## src/rtl/cplx_pkg.sv

```systemverilog
// Shared types and constants for the packed complex operand memory.
// A complex word stores the real part in the upper half and the imaginary
// part in the lower half, both in two's complement.
package cplx_pkg;

    localparam int CPLX_W = 8;

    typedef struct packed {
        logic signed [CPLX_W/2-1:0] re;
        logic signed [CPLX_W/2-1:0] im;
    } cplx_t;

    // Controller state encoding
    localparam logic [0:0] ST_CLEAR = 1'b0;
    localparam logic [0:0] ST_IDLE  = 1'b1;

    // Build a packed complex word from its real and imaginary parts
    function automatic cplx_t cplx_pack(input logic signed [CPLX_W/2-1:0] re,
                                        input logic signed [CPLX_W/2-1:0] im);
        cplx_t c;
        c.re = re;
        c.im = im;
        return c;
    endfunction

endpackage

```

## src/rtl/cplx_mem_clr_fsm.sv

```systemverilog
// Clear sequencer: walks every word of the array writing zero, then opens
// the block for accesses. State is exported so checkers can observe it.
module cplx_mem_clr_fsm
    import cplx_pkg::*;
#(
    parameter int ADDR_W = 6,
    parameter int DEPTH  = 64
) (
    input  logic              clk,
    input  logic              rst,
    input  logic              clear_req,
    output logic [0:0]        state,
    output logic              ready,
    output logic              clr_we,
    output logic [ADDR_W-1:0] clr_addr
);

    logic [ADDR_W-1:0] clr_ptr;

    // State, clear pointer and ready; reset always restarts the clear at word 0
    always_ff @(posedge clk) begin
        if (rst) begin
            state   <= ST_CLEAR;
            clr_ptr <= '0;
            ready   <= 1'b0;
        end else begin
            case (state)
                ST_CLEAR: begin
                    if (clr_ptr == ADDR_W'(DEPTH - 1)) begin
                        state   <= ST_IDLE;
                        ready   <= 1'b1;
                        clr_ptr <= '0;
                    end else begin
                        clr_ptr <= clr_ptr + 1'b1;
                    end
                end
                ST_IDLE: begin
                    // Accesses in this cycle still complete; ready drops at this edge
                    if (clear_req) begin
                        state   <= ST_CLEAR;
                        ready   <= 1'b0;
                        clr_ptr <= '0;
                    end
                end
                default: begin
                    state   <= ST_CLEAR;
                    ready   <= 1'b0;
                    clr_ptr <= '0;
                end
            endcase
        end
    end

    // While rst is held nothing is written, even though state is CLEAR
    assign clr_we   = (state == ST_CLEAR) && !rst;
    assign clr_addr = clr_ptr;

endmodule

```

## src/rtl/cplx_data_mem.sv

```systemverilog
// Complex operand data memory: one write port, two registered read ports,
// a synchronous clear sequencer and a selectable read-during-write policy.
// Handshake: an access is taken on a rising edge when enable and ready are
// both high (read and/or write qualify which access); out_valid is high for
// exactly one cycle after each accepted read, with out_data1/2 holding
// otherwise.
module cplx_data_mem
    import cplx_pkg::*;
#(
    parameter int DATA_W      = 8,
    parameter int ADDR_W      = 6,
    parameter int DEPTH       = 64,
    parameter int WRITE_FIRST = 1
) (
    input  logic              clk,
    input  logic              rst,
    input  logic              enable,
    input  logic              read,
    input  logic              write,
    input  logic              clear_req,
    input  logic [DATA_W-1:0] in_data,
    input  logic [ADDR_W-1:0] read_address1,
    input  logic [ADDR_W-1:0] read_address2,
    input  logic [ADDR_W-1:0] write_address,
    output logic [DATA_W-1:0] out_data1,
    output logic [DATA_W-1:0] out_data2,
    output logic              out_valid,
    output logic              ready
);

    logic [DATA_W-1:0] mem [DEPTH];

    logic [0:0]        state;
    logic              clr_we;
    logic [ADDR_W-1:0] clr_addr;
    logic              access_ok;
    logic              rd_acc;
    logic              wr_acc;
    logic [DATA_W-1:0] rd1;
    logic [DATA_W-1:0] rd2;

    cplx_mem_clr_fsm #(
        .ADDR_W (ADDR_W),
        .DEPTH  (DEPTH)
    ) u_clr_fsm (
        .clk       (clk),
        .rst       (rst),
        .clear_req (clear_req),
        .state     (state),
        .ready     (ready),
        .clr_we    (clr_we),
        .clr_addr  (clr_addr)
    );

    function automatic logic in_range(input logic [ADDR_W-1:0] a);
        return (32'(a) < DEPTH);
    endfunction

    assign access_ok = ready && (state == ST_IDLE);
    assign rd_acc    = enable && read && access_ok;
    assign wr_acc    = enable && write && access_ok && in_range(write_address);

    // Read port 1 data: out-of-range reads return zero, collisions follow WRITE_FIRST
    always_comb begin
        rd1 = '0;
        if (in_range(read_address1)) begin
            if ((WRITE_FIRST != 0) && wr_acc && (read_address1 == write_address))
                rd1 = in_data;
            else
                rd1 = mem[read_address1];
        end
    end

    // Read port 2 data: same policy as port 1, evaluated independently
    always_comb begin
        rd2 = '0;
        if (in_range(read_address2)) begin
            if ((WRITE_FIRST != 0) && wr_acc && (read_address2 == write_address))
                rd2 = in_data;
            else
                rd2 = mem[read_address2];
        end
    end

    // Storage writes: the clear sequencer and the write port never overlap
    always_ff @(posedge clk) begin
        if (clr_we)
            mem[clr_addr] <= '0;
        else if (wr_acc)
            mem[write_address] <= in_data;
    end

    // Registered read outputs and their valid flag
    always_ff @(posedge clk) begin
        if (rst) begin
            out_data1 <= '0;
            out_data2 <= '0;
            out_valid <= 1'b0;
        end else if (rd_acc) begin
            out_data1 <= rd1;
            out_data2 <= rd2;
            out_valid <= 1'b1;
        end else begin
            out_valid <= 1'b0;
        end
    end

endmodule

```

## config.mk

```make
export PLATFORM = sky130hd
export DESIGN_NAME = cplx_data_mem
export DESIGN_NICKNAME = d
export VERILOG_FILES = /design/src/rtl/cplx_pkg.sv /design/src/rtl/cplx_mem_clr_fsm.sv /design/src/rtl/cplx_data_mem.sv
export SDC_FILE = /design/constraint.sdc
export NUM_CORES = 1
export LEC_CHECK = 0
export BUFFER_PORTS_ARGS = -buffer_cell sky130_fd_sc_hd__buf_4
export CAP_MARGIN = 20
export CELL_PAD_IN_SITES_DETAIL_PLACEMENT = 0
export CELL_PAD_IN_SITES_GLOBAL_PLACEMENT = 1
export CORE_UTILIZATION = 50
export DETAILED_ROUTE_END_ITERATION = 10
export PLACE_DENSITY_LB_ADDON = 0.1
export SYNTH_ARGS = -nofsm -noshare
export SYNTH_HDL_FRONTEND = slang
export SYNTH_SLANG_ARGS = --single-unit
```

## constraint.sdc

```tcl
create_clock -name clk -period 3.2 [get_ports clk]
set_input_delay 0.48 -clock clk [delete_from_list [all_inputs] [get_ports clk]]
set_output_delay 0.48 -clock clk [all_outputs]
set_load 0.05 [all_outputs]
```

## Yosys cells after proc, flatten, opt, wreduce, memory -nomap -nowiden

Memory sizes are Yosys's and may differ from the RTL's. A register that Yosys moved wholly into a read port is not among the register bits.
Cells that the tools add are included.

- Register bits: 9
- RAM bits: 512
- Input port bits: 32
- Output and inout port bits: 18
- Word-level logic and storage cells: 37
- Memories: 1

Memories:

| memory | words | width | rd ports | clocked after Yosys merged registers in | write ports | line | source |
|---|---|---|---|---|---|---|---|
| mem | 64 | 8 | 2 | 2 | 1 | cplx_data_mem.sv:31 | `logic [DATA_W-1:0] mem [DEPTH];` |

- $add $sub $neg: 1
- Equality and inequality tests: 3
- Mux-type cells: 18
- Bitwise operators: 1
- Reductions and logical operators: 9

Operators by type and width:

| operator | number |
|---|---|
| two-way mux 6 bit | 3 |
| case mux 6 bit (2 select lines) | 1 |
| two-way mux 1 bit | 11 |
| two-way mux 8 bit | 1 |
| OR reduction 8 bit | 1 |
| adder 6 x 1 -> 6 bit, second input constant | 1 |
| == test 6 bit, second input constant | 1 |
| logical AND 1 bit | 6 |
| case mux 1 bit (2 select lines) | 2 |
| != test 2 x 1 -> 1 bit, second input constant | 1 |
| != test 2 bit, second input constant | 1 |
| AND reduction 2 bit | 1 |
| zero test 1 bit | 1 |
| NOT 1 bit | 1 |

## Longest topological paths before layout

- Word-level depth: 7
- Gate-level depth with buffers: 9
- Mapped depth without buffers: 6

## Modules after synthesis

From an unflattened synthesis, not the netlist that was laid out.

- Cells, all modules: 1,515
- Area total of the unflattened synthesis: 25,678.4 um^2

Modules (own cells, without submodules):

| module | times used | cells an instance | area each (um^2) | sequential area each (um^2) |
|---|---|---|---|---|
| cplx_data_mem | 1 | 1,468 | 25,301.8 | 15,715.1 |
| cplx_mem_clr_fsm | 1 | 47 | 376.6 | 160.2 |

## Worst setup path after synthesis

No wires, ideal clock.

- Path kind: flip-flop to flip-flop
- Start: register u_clr_fsm.ready
- End: memory mem[0][0], data pin
- Data arrival time: 2.392 ns
- Slack: 0.465 ns
- Cell stages (with the launch flop): 7
- Path buffers: 3
- Clock period less this slack: 2.735 ns
- Path through: dfxtp_1 -> and4_4 -> buf_6 -> buf_2 -> buf_1 -> nand2_1 -> inv_1

- Cells in the longest elaborated chain, start to end: 7

Ends and longest elaborated chain:

| item | line | source |
|---|---|---|
| start: declaration | cplx_mem_clr_fsm.sv:13 | `output logic ready,` |
| start signal: assignment | cplx_mem_clr_fsm.sv:25 | `ready <= 1'b0;` |
| start signal: assignment | cplx_mem_clr_fsm.sv:31 | `ready <= 1'b1;` |
| start signal: assignment | cplx_mem_clr_fsm.sv:41 | `ready <= 1'b0;` |
| logical AND 1 bit | cplx_data_mem.sv:59 | `assign access_ok = ready && (state == ST_IDLE);` |
| logical AND 1 bit | cplx_data_mem.sv:61 | `assign wr_acc = enable && write && access_ok && in_range(write_address);` |
| two-way mux 1 bit | cplx_data_mem.sv:89 | `else if (wr_acc)` |
| two-way mux 1 bit | cplx_data_mem.sv:87 | `if (clr_we)` |
| two-way mux 1 bit (implied by the code) | cplx_data_mem.sv:90 | `mem[write_address] <= in_data;` |
| OR reduction 8 bit (no line) | -- |  |
| two-way mux 8 bit (no line) | -- |  |
| end: declaration | cplx_data_mem.sv:31 |  |

Every way passes these cells.

## Worst setup path after layout

- Start: register u_clr_fsm.clr_ptr[1], in the netlist u_clr_fsm.clr_addr[1]
- End: memory mem[26][2] (enable)

- Cells in the longest elaborated chain, start to end: 1

Ends and longest elaborated chain:

| item | line | source |
|---|---|---|
| start: declaration | cplx_mem_clr_fsm.sv:18 | `logic [ADDR_W-1:0] clr_ptr;` |
| start signal: assignment | cplx_mem_clr_fsm.sv:34 | `clr_ptr <= clr_ptr + 1'b1;` |
| two-way mux 6 bit (no line) | -- |  |

Every way passes these cells.

==> metrics.txt <==
worst setup margin=0.6332 ns; Placer Congestion=0.9059; cell-internal power=12.36 mW; Die H=228.5 um; max-slew violations=0; Async SR Flop Fraction=0; CTS Buf Count=57; ANT cells=0; TritonRoute pass-1 iters=5; Clock Power Share=0.451; switching portion of total power=0.2113; Fmax=389.6 MHz; first-pass GRT wire length=107800 um; crit path DAT=2.89 ns; synth cell count leaders=edfxtp_1 (512), mux4_2 (256), nor2_1 (90); pwr/cell area=524.5 mW/mm^2; status=finished, final reports clean; unrepaired setup endpoints after global routing=no; GRT met1 Usage=0.4190; Worst setup SP type=flop; site row count=82; total gr overflow=0; Post-Route WL=73740 um; area of the multi-input gates=0.009146 sq mm; hold crit path type=primary input to flop; final hold vios=0; Yosys warnings=0; DR WL/cell=32.03 um; Fillers=3757; max_cap viols=0; syn_nets=1444; Initial Utilization=0.5092; Final Critical Period=2.567 ns; initial DRC count=1757; clk_skew=0.02760 ns; GR Util All Layers=0.2885; dpl hpwl=49910 um; Yosys cell types=54; CP max stage delay=0.52 ns; Synth top area share=0.5993; syn_area_per_cell=18.18 sq um; Synth Register Bits=537; Placement Setup Slack=0.2962 ns; Sequential Area=0.01588 sq mm; normalized max-slew margin=0.4344; Die W=228.5 um; met2 usage=0.4517; clk root buf=clkbuf_16; pin count of the biggest net entering global routing=43; Least-Margin Pin Slew=0.8484 ns; final hold slack=0.1345 ns; combinational share of power=0.063; clk sinks=537; Worst setup EP type=flop; met3 Resource Use GR=0.04915; CP required=3.52 ns; final setup vio count=0; gr busiest metal=met2; Syn-to-layout area delta=16.50%; Worst Path Max Fanout=8; CP max stage cell=dfxtp_1; PostCTS Resize Cnt=0; VDD IR-drop max=404.2 uV; die area=0.05222 sq mm; Vias/cell=6.606; Gate Count Post-Synth=1411; Worst-Skew Late Latency=0.62 ns; switching power=3.313 mW; Core ar.=0.05038 sq mm; Syn Std Cell Area=0.02565 sq mm; post-route ant nets=0; Fin Setup TNS=0 ns; part of the cycle the worst path needs=0.8021; Leakage=10.94 nW; Port Buffer Count=49; # IOs=50; via count of the first global-routing pass=15.45k; hold buffer count at cts=0; initial antenna violation count=0; type of the worst setup path=flop to flop; Synth area leaders=edfxtp_1 (60%), mux4_2 (22%), mux2i_1 (2.7%); Worst Path Buf+Inv=2; CTS tree=built; worst path cell trace=inv_1 -> or3_1 -> o21ai_0 -> nand2_1 -> nor2_1 -> buf_4; layout cells sized above 1=0.3761; top_reg_cell synth=edfxtp_1; Reg clk slew, reported paths=0.06 ns; number of synthesized flops with an enable pin=512; vias post-DR=15.21k; post-CTS setup buffers=0; Final nets=1614; clock tree buffer depth=3; Sequential Power Share=0.486; H-tree depth=2; DRC=0; Seq/Total Area, Yosys=0.6188; most common cell in the netlist=edfxtp_1; dominant cell type by area after synthesis=edfxtp_1; cell family with most CP delay=simple AND/OR/NAND/NOR gates
==> power by group through the flow <==
stage | Clock, mW | Sequential (mW) | Combinational (mW)
global route | 7.42 | 7.61 | 1.03
detailed placement | 0 | 7.76 | 0.982
global placement | 0 | 7.76 | 0.982
floorplan | 0 | 7.76 | 0.612
finish | 7.07 | 7.62 | 0.986
CTS | 7.16 | 7.61 | 0.984
==> path summary, 6_finish.rpt <==
check	end	cells after the start	slack [ns]	start
setup / recovery	mem[26][2]$_DFFE_PP_	6	0.63	u_clr_fsm.clr_addr[1]$_SDFFE_PP0P_
setup reg to reg	mem[26][2]$_DFFE_PP_	6	0.63	u_clr_fsm.clr_addr[1]$_SDFFE_PP0P_
hold reg to reg	out_data1[2]$_SDFFE_PP0P_	2	0.50	out_data1[2]$_SDFFE_PP0P_
hold / removal	u_clr_fsm.clr_addr[1]$_SDFFE_PP0P_	2	0.13	rst
==> cell families after synthesis <==
group	share of synthesized area
AO/OA/AOI/OAI	0.04663
AND/OR/NAND/NOR	0.03814
flip-flops	0.6188
XOR/XNOR	0.003756
multiplexers	0.2675
buffers and inverters	0.02463
adder cells (fa/ha/maj)	0.0004877
==> metal layers <==
| metal | part of all wire | up-vias |
|---|---|---|
| met1 | 0.42 | 8060 |
| li1 | - | 6315 |
| met4 | 0.030 | 0 |
| met2 | 0.48 | 711 |
| met3 | 0.079 | 121 |
| met5 | 0 | - |
==> area by class of cell <==
class	instances	area share
flip-flops and latches	537	0.5312
multi-input cells	754	0.3060
repair buffers	218	0.06548
clock buffers	73	0.05250
well taps	672	0.02813
clock inverters	35	0.01499
inverters	13	0.001633
==> placed cells by master (no fill, tap or decap), types with 29 or more instances in the layout <==
cell / Yosys / routed
a21oi_1: 29 / 29
buf_4: 11 / 190
clkbuf_16: 0 / 59
edfxtp_1: 512 / 512
mux2_2: 37 / 37
mux2i_1: 68 / 68
mux4_2: 256 / 256
nand2_1: 66 / 66
nor2_1: 90 / 90
==> sequential cells by signal, summed over array words and instances, names as in the netlist <==
signal and count:
mem 512, out_data1 8, out_data2 8, u_clr_fsm.clr_addr 6
out_valid 1, u_clr_fsm.ready 1, u_clr_fsm.state 1
==> per-stage QoR <==
step / power (mW) / instances / utilization / cell area, sq um
final: 15.67 / 2302 / 0.5932 / 29880
after CTS: 15.76 / 2302 / 0.5932 / 29880
after floorplan: 8.368 / 1411 / - / 25650
after global placement: 8.744 / 2194 / 0.5532 / 27870
after detailed placement: 8.746 / 2194 / 0.5532 / 27870
after global routing: 16.06 / 2302 / 0.5932 / 29880
==> worst reg2reg max path, stage by stage (launching register included) <==
cell and delay, ns:
dfxtp_1 0.52, inv_1 0.09, or3_1 0.40, o21ai_0 0.24, nand2_1 0.52, nor2_1 0.29
buf_4 0.20
No activity file was read; power rests on OpenSTA's default activity.
